[config.mk]
export PLATFORM = sky130hd
export DESIGN_NAME = accum_sample_fifo
export DESIGN_NICKNAME = d
export VERILOG_FILES = /design/src/rtl/accum_sample_fifo.sv
export SDC_FILE = /design/constraint.sdc
export NUM_CORES = 1
export LEC_CHECK = 0
export ABC_CLOCK_PERIOD_IN_PS = 5500
export CORE_MARGIN = 2
export CORE_UTILIZATION = 45
export CTS_CLUSTER_SIZE = 8
export DETAILED_ROUTE_END_ITERATION = 6
export MAX_ROUTING_LAYER = met4
export PLACE_DENSITY = 0.67
export SETUP_SLACK_MARGIN = 0.02
export SYNTH_ARGS = -nofsm -noshare
export SYNTH_HDL_FRONTEND = slang
export SYNTH_SLANG_ARGS = --single-unit
[constraint.sdc]
create_clock -name clk -period 5.5 [get_ports clk]
set_clock_uncertainty 0.2 [all_clocks]
set_input_delay 1.1 -clock clk [delete_from_list [all_inputs] [get_ports clk]]
set_output_delay 1.1 -clock clk [all_outputs]
set_load 0.1 [all_outputs]
[src/rtl/accum_sample_fifo.sv]
// Captures every change of the upstream accumulator output into a small show-ahead FIFO.
// It also flags values that break the accumulator's low-bits-zero invariant and values dropped on a full FIFO.
module accum_sample_fifo #(
    parameter int WIDTH = 8,
    parameter int DEPTH = 4,
    parameter int AW    = 2
) (
    input  logic             clk,
    input  logic             reset,
    input  logic [WIDTH-1:0] din,
    input  logic             clear,
    output logic [WIDTH-1:0] out_data,
    output logic             out_valid,
    input  logic             out_ready,
    output logic [AW:0]      level,
    output logic             overflow,
    output logic             align_err
);

    logic [WIDTH-1:0] mem [DEPTH];

    logic [WIDTH-1:0] prev_q, prev_d;
    logic [AW-1:0]    wr_ptr_q, wr_ptr_d;
    logic [AW-1:0]    rd_ptr_q, rd_ptr_d;
    logic [AW:0]      level_q, level_d;
    logic             overflow_q, overflow_d;
    logic             align_err_q, align_err_d;

    logic change_evt;
    logic full;
    logic pop;
    logic push;

    // Handshake: the head transfers on a cycle where out_valid && out_ready.
    // While out_valid=1 and out_ready=0, out_data and out_valid hold their values.
    // A pop frees a slot in the same cycle, so a full FIFO can still accept a new value.
    assign change_evt = (din != prev_q);
    assign full       = (level_q == (AW+1)'(DEPTH));
    assign pop        = out_valid && out_ready;
    assign push       = change_evt && (!full || pop);

    always_comb begin
        prev_d      = din;
        wr_ptr_d    = wr_ptr_q;
        rd_ptr_d    = rd_ptr_q;
        level_d     = level_q;
        overflow_d  = overflow_q;
        align_err_d = align_err_q;
        if (clear) begin
            wr_ptr_d    = '0;
            rd_ptr_d    = '0;
            level_d     = '0;
            overflow_d  = 1'b0;
            align_err_d = 1'b0;
        end else begin
            if (push) begin
                wr_ptr_d = wr_ptr_q + AW'(1);
            end
            if (pop) begin
                rd_ptr_d = rd_ptr_q + AW'(1);
            end
            if (push && !pop) begin
                level_d = level_q + (AW+1)'(1);
            end else if (pop && !push) begin
                level_d = level_q - (AW+1)'(1);
            end
            if (change_evt && !push) begin
                overflow_d = 1'b1;
            end
            if (change_evt && (din[1:0] != 2'b00)) begin
                align_err_d = 1'b1;
            end
        end
    end

    always_ff @(posedge clk or negedge reset) begin
        if (!reset) begin
            prev_q      <= '0;
            wr_ptr_q    <= '0;
            rd_ptr_q    <= '0;
            level_q     <= '0;
            overflow_q  <= 1'b0;
            align_err_q <= 1'b0;
        end else begin
            prev_q      <= prev_d;
            wr_ptr_q    <= wr_ptr_d;
            rd_ptr_q    <= rd_ptr_d;
            level_q     <= level_d;
            overflow_q  <= overflow_d;
            align_err_q <= align_err_d;
        end
    end

    // Storage has no reset; entries are only read once level says they were written.
    always_ff @(posedge clk) begin
        if (push && !clear) begin
            mem[wr_ptr_q] <= din;
        end
    end

    assign out_data  = mem[rd_ptr_q];
    assign out_valid = (level_q != '0);
    assign level     = level_q;
    assign overflow  = overflow_q;
    assign align_err = align_err_q;

endmodule

==> out/qor.txt <==
Crit path required time: 4.20 ns
IO Pins: 26
Primary FF master, synth: edfxtp_1
First-iteration detailed-routing DRC count: 90
Most numerous cell in the Yosys netlist: edfxtp_1
Clock Latency Late Sink: 0.29 ns
Vias: 1,054
Pins over their slew limit: 0
Final Hold Viols: 0
Layout Nets: 168
Cts hold-fix bufs: 0
Max_cap viols: 0
Num CTS Buffers: 5
Core area: 4350 µm²
First-pass GRT wire length: 5.60 mm
Synth top area share: 47.2%
Asr flop ratio synth: 34.7%
TritonCTS clock tree: built
Syn_nets: 139
Cell count after synthesis: 122
Synth area leaders: edfxtp_1 47%, dfrtp_1 21%, mux4_2 8.9%
Die area: 5080 µm²
Setup repair bufs after CTS: 0
Final setup fails: 0
Slowest Stage Delay on Critical Path: 0.98 ns
Post-synth EDFFs: 32
Sinks on Clock Net: 49
Tot Pwr: 1.37 mW
WL final: 3.31 mm
Vias per inst: 5.17
Die Span X: 71.2 µm
Syn Area/Cell: 16.7 µm²
N_diodes: 0
Synth area leader: edfxtp_1
Initial Utilization: 46.7%
Slew HR: 34.8%
Run status: complete, no violations
Critical path arrival: 2.60 ns
Row cnt: 24
Worst setup SP type: flip-flop
Mapped cell area: 2030 µm²
Clk buf depth: 2
Layout cell share with drive strength beyond 1: 13.2%
Dpl cells: 196
Min cycle time layout: 3.90 ns
Pwr Density: 558 nW/µm²
CP Max Fanout: 10
Setup CP Type: flip-flop to output pin
Vias in the first global route: 1,131
Final worst slack: 1.60 ns
# H-tree levels: 2
Post-detail-place hpwl: 2.32 mm
Largest net degree at the start of global routing: 18
R2r setup slk: 2.84 ns
Crit end category: output pin
GP Congestion: 0.803
Antenna violations before repair: 0
Leakage: 0.901 nW
Area Overhead vs Synth: 20.6%
CTS resizes: 0
Fin crit share: 70.9%
Clk pin slew, worst setup/hold paths: 0.08 ns
Initial DRT Pass Iterations: 4
Slowest-stage cell, CP: clkdlybuf4s50_1
Worst path cell trace: mux4_2 > clkdlybuf4s50_1
Finished Layout Cells: 204
FMAX: 256 MHz
Post-synth top cells: 32 x edfxtp_1, 17 x dfrtp_1, 11 x nor2_1
GR Overflow Total: 0
Sequential area share after synthesis: 68.1%
Worst slack, placed: 1.55 ns
Worst-margin pin slew: 0.975 ns
Port bufs: 25
Sum Neg Setup Slack: 0 ns
Cell variety after synth: 30
Hold Crit Class: flip-flop to flip-flop
WL/cell: 16.2 µm
Post-DRT Antenna Nets: 0
Synth warnings: 0
Tot GR Track Use: 15.2%
Worst vdd ir: 0.388 mV
Die height: 71.2 µm
Post-route DRC: 0
CTS Root Cell: clkbuf_8
Register bit count reported by yosys: 49
RSZ-0062 raised after global routing: no
-- where the power goes --
| group | internal [mW] | leakage [nW] | switching [mW] | total [mW] |
|---|---|---|---|---|
| registers | 0.449 | 0.505 | 0.0507 | 0.500 |
| clock network | 0.148 | 0.0585 | 0.107 | 0.255 |
| logic | 0.180 | 0.338 | 0.434 | 0.614 |
| total | 0.777 | 0.901 | 0.591 | 1.37 |
-- flip-flops by register name (all words and copies together) (netlist names) --
signal     flops
overflow       1
mem           32
align_err      1
wr_ptr_q       2
rd_ptr_q       2
prev_q         8
level          3
-- final timing paths --
kind,start,endpoint,depth (start not counted)
min reg2reg,overflow$_DFFE_PN0P_,overflow$_DFFE_PN0P_,2
min in group asynchronous,reset,overflow$_DFFE_PN0P_,1
max,rd_ptr_q[0]$_DFFE_PN0P_,out_data[1],2
min,overflow$_DFFE_PN0P_,overflow$_DFFE_PN0P_,2
max reg2reg,level[0]$_DFFE_PN0P_,level[2]$_DFFE_PN0P_,8
max in group asynchronous,reset,prev_q[6]$_DFF_PN0_,1
-- cell families after synthesis --
logic type | count (synthesis) | share of synthesized area, %
muxes | 12 | 10.9
buffers and inverters | 8 | 1.54
adders and majority gates | 5 | 3.44
and+or+nand+nor | 30 | 9.16
AOI/OAI and AO/OA | 7 | 2.03
xor gates and xnor gates | 11 | 4.74
DFF | 49 | 68.1
-- worst max-delay path: cells and delay by family, from the launching register on --
kind | cells | cell delay [ns]
buffers and inverters | 1 | 0.98
multiplexers | 1 | 0.60
flip-flops | 1 | 0.73
-- cells in the final DEF (no fill, tap or decap), types with 2 or more instances in the layout --
cell type,netlist,layout
edfxtp_1,32,32
clkdlybuf4s50_1,0,25
dfrtp_1,17,17
nor2_1,11,11
xor2_1,9,9
mux4_2,8,8
clkbuf_8,0,6
inv_1,5,5
a21oi_1,4,4
and2_1,4,4
ha_1,4,4
nor4_4,2,2
nor2b_1,2,2
xnor2_1,2,2
mux2i_1,2,2
mux2_1,2,2
nand2_1,2,2
nor3_1,2,2
-- cell type report --
cell class / instances / area [µm²]
clock buffers: 7 / 86.3
well taps: 52 / 65.1
clock inverters: 1 / 30.0
fillers: 336 / 1900
flip-flops and latches: 49 / 1390
inverters: 5 / 18.8
repair buffers: 25 / 250
multi-input cells: 65 / 617
-- metal layers --
| layer | GRT usage, % | part of all wire (%) | vias up |
|---|---|---|---|
| met3 | 3.94 | 3.4 | 4 |
| met5 | - | 0 | - |
| met2 | 24.6 | 50 | 24 |
| li1 | - | - | 502 |
| met4 | 5.03 | 1.2 | 0 |
| met1 | 18.9 | 45 | 524 |
-- metrics by stage --
step	util (%)	hold slack, ns	area [µm²]
after floorplan	-	0.338	2030
after global placement	53.7	0.291	2340
after detailed placement	53.7	0.301	2340
after CTS	56.4	0.331	2450
after global routing	56.4	0.351	2450
final	56.4	0.320	2450
Note: power is estimated with default switching activity, not from simulation.
==> RTL edit, RTL diff (config.mk and constraints unchanged) <==
Put one more register stage on the output `align_err`, without a reset. The value now appears one clock later. The other outputs are not delayed to match.
--- a/src/rtl/accum_sample_fifo.sv
+++ b/src/rtl/accum_sample_fifo.sv
@@ -103,5 +103,7 @@
     assign level     = level_q;
     assign overflow  = overflow_q;
-    assign align_err = align_err_q;
+    always_ff @(posedge clk) begin
+        align_err <= align_err_q;
+    end
 
 endmodule
Function: changed (Yosys sat finds a counterexample within 4 cycles, from zero or initial values and one cycle with reset low).
==> RTL edit against the unedited design <==
Sequential cell count grew 1. Critical path depth did not move. Power shrank 3.3%. Hold slack worse by 140 ps. Via count rose by 2.2%. Worst setup slack got worse by 34 ps. Wire length rose by 1.8%. Final area decreased by 0.66%. Sequential power is 2% higher. Synthesized area up 0.98%. Critical path type unchanged. Largest power group unchanged. Highest routed layer unchanged.
==> RTL edit: results (changes against the unedited design) <==
| Metric | Value |
|---|---|
| P_leak | `0.000891 uW (-1.2%)` |
| RePlAce Congestion | `0.784 (-2.3%)` |
| Post-CTS sizing | `0 (unchanged)` |
| Syn Nets | `140 (+0.72%)` |
| Placed cells | `197 (+0.51%)` |
| Final WL | `3370 um (+1.8%)` |
| Iter 0 DRT Violations | `66 (-27%)` |
| Top cells by area, synth | `edfxtp_1, dfrtp_1, mux4_2, xor2_1, ha_1` |
| Final HPWL DP | `2340 um (+0.88%)` |
| Sequential fraction of the synthesis area | `68.5% (+0.31 points)` |
| Post-Syn Area per Cell | `16.7 sq um (+0.16%)` |
| Worst hold margin | `179 ps (-141 ps)` |
| Layout Utilization | `55.6% (-0.76 points)` |
| First-pass GRT wire length | `5770 um (+3.0%)` |
| Met2 WL post-DR | `1660 um (+0.36%)` |
| Synth cell types | `31 (+3.3%)` |
| Share of layout cells above drive strength 1 | `11.8% (-1.4 points)` |
| Overall Global Routing Usage | `15.8% (+0.58 points)` |
| Dpl cell area | `0.00236 sq mm (+0.86%)` |
| Hold Path End | `align_err$_DFF_P_` |
| Crit-path leading delay family | `buffers and inverters` |
| Async set-reset flop share out of synthesis | `34.0% (-0.69 points)` |
| Worst rel slew slack | `34.6% (-0.17 points)` |
| Register-to-register setup slack | `2790 ps (-50 ps)` |
| Met1 Usage GRT | `19.6% (+0.70 points)` |
| Crit-path max cell delay | `990 ps` |
| Filler instances | `355 (+5.7%)` |
| Hold path startpoint | `align_err_q$_DFFE_PN0P_` |
| Vias in the first global route | `1102 (-2.6%)` |
| M3 GR Usage | `4.92% (+0.98 points)` |
| Met3 routed WL | `142 um (+26%)` |
| Layout Nets | `169 (+0.60%)` |
| Post-route insts no fill | `205 (+0.49%)` |
| Status | `finished, final reports clean` |
| Met2 Usage GRT | `25.3% (+0.72 points)` |
==> RTL edit: cell count changes in the layout (fill, tap and decap cells not counted) <==
cell,before,now
clkbuf_1,1,3
dfxtp_1,0,1
bufinv_16,1,0
clkbuf_8,6,5
==> RTL edit: where the power goes <==
group          total, uW  internal, uW  switching [uW]  leakage (uW)
registers            509           457            52.7      0.000513
clock network        200          90.5             109     0.0000395
logic                615           180             435      0.000338
==> RTL edit: logic make-up after synthesis <==
logic type	count (synthesis)	share of synthesized area [%]
AOI/OAI and AO/OA	7	2.01
xor gates and xnor gates	11	4.69
adders and majority gates	5	3.41
buffers and inverters	8	1.52
DFF	50	68.5
muxes	12	10.8
and+or+nand+nor	30	9.07
==> RTL edit: cell type report <==
cell class / count / area share [%]
flip-flops and latches: 50 / 57.7
multi-input cells: 65 / 25.3
repair buffers: 25 / 10.3
clock buffers: 8 / 3.29
well taps: 52 / 2.67
inverters: 5 / 0.770
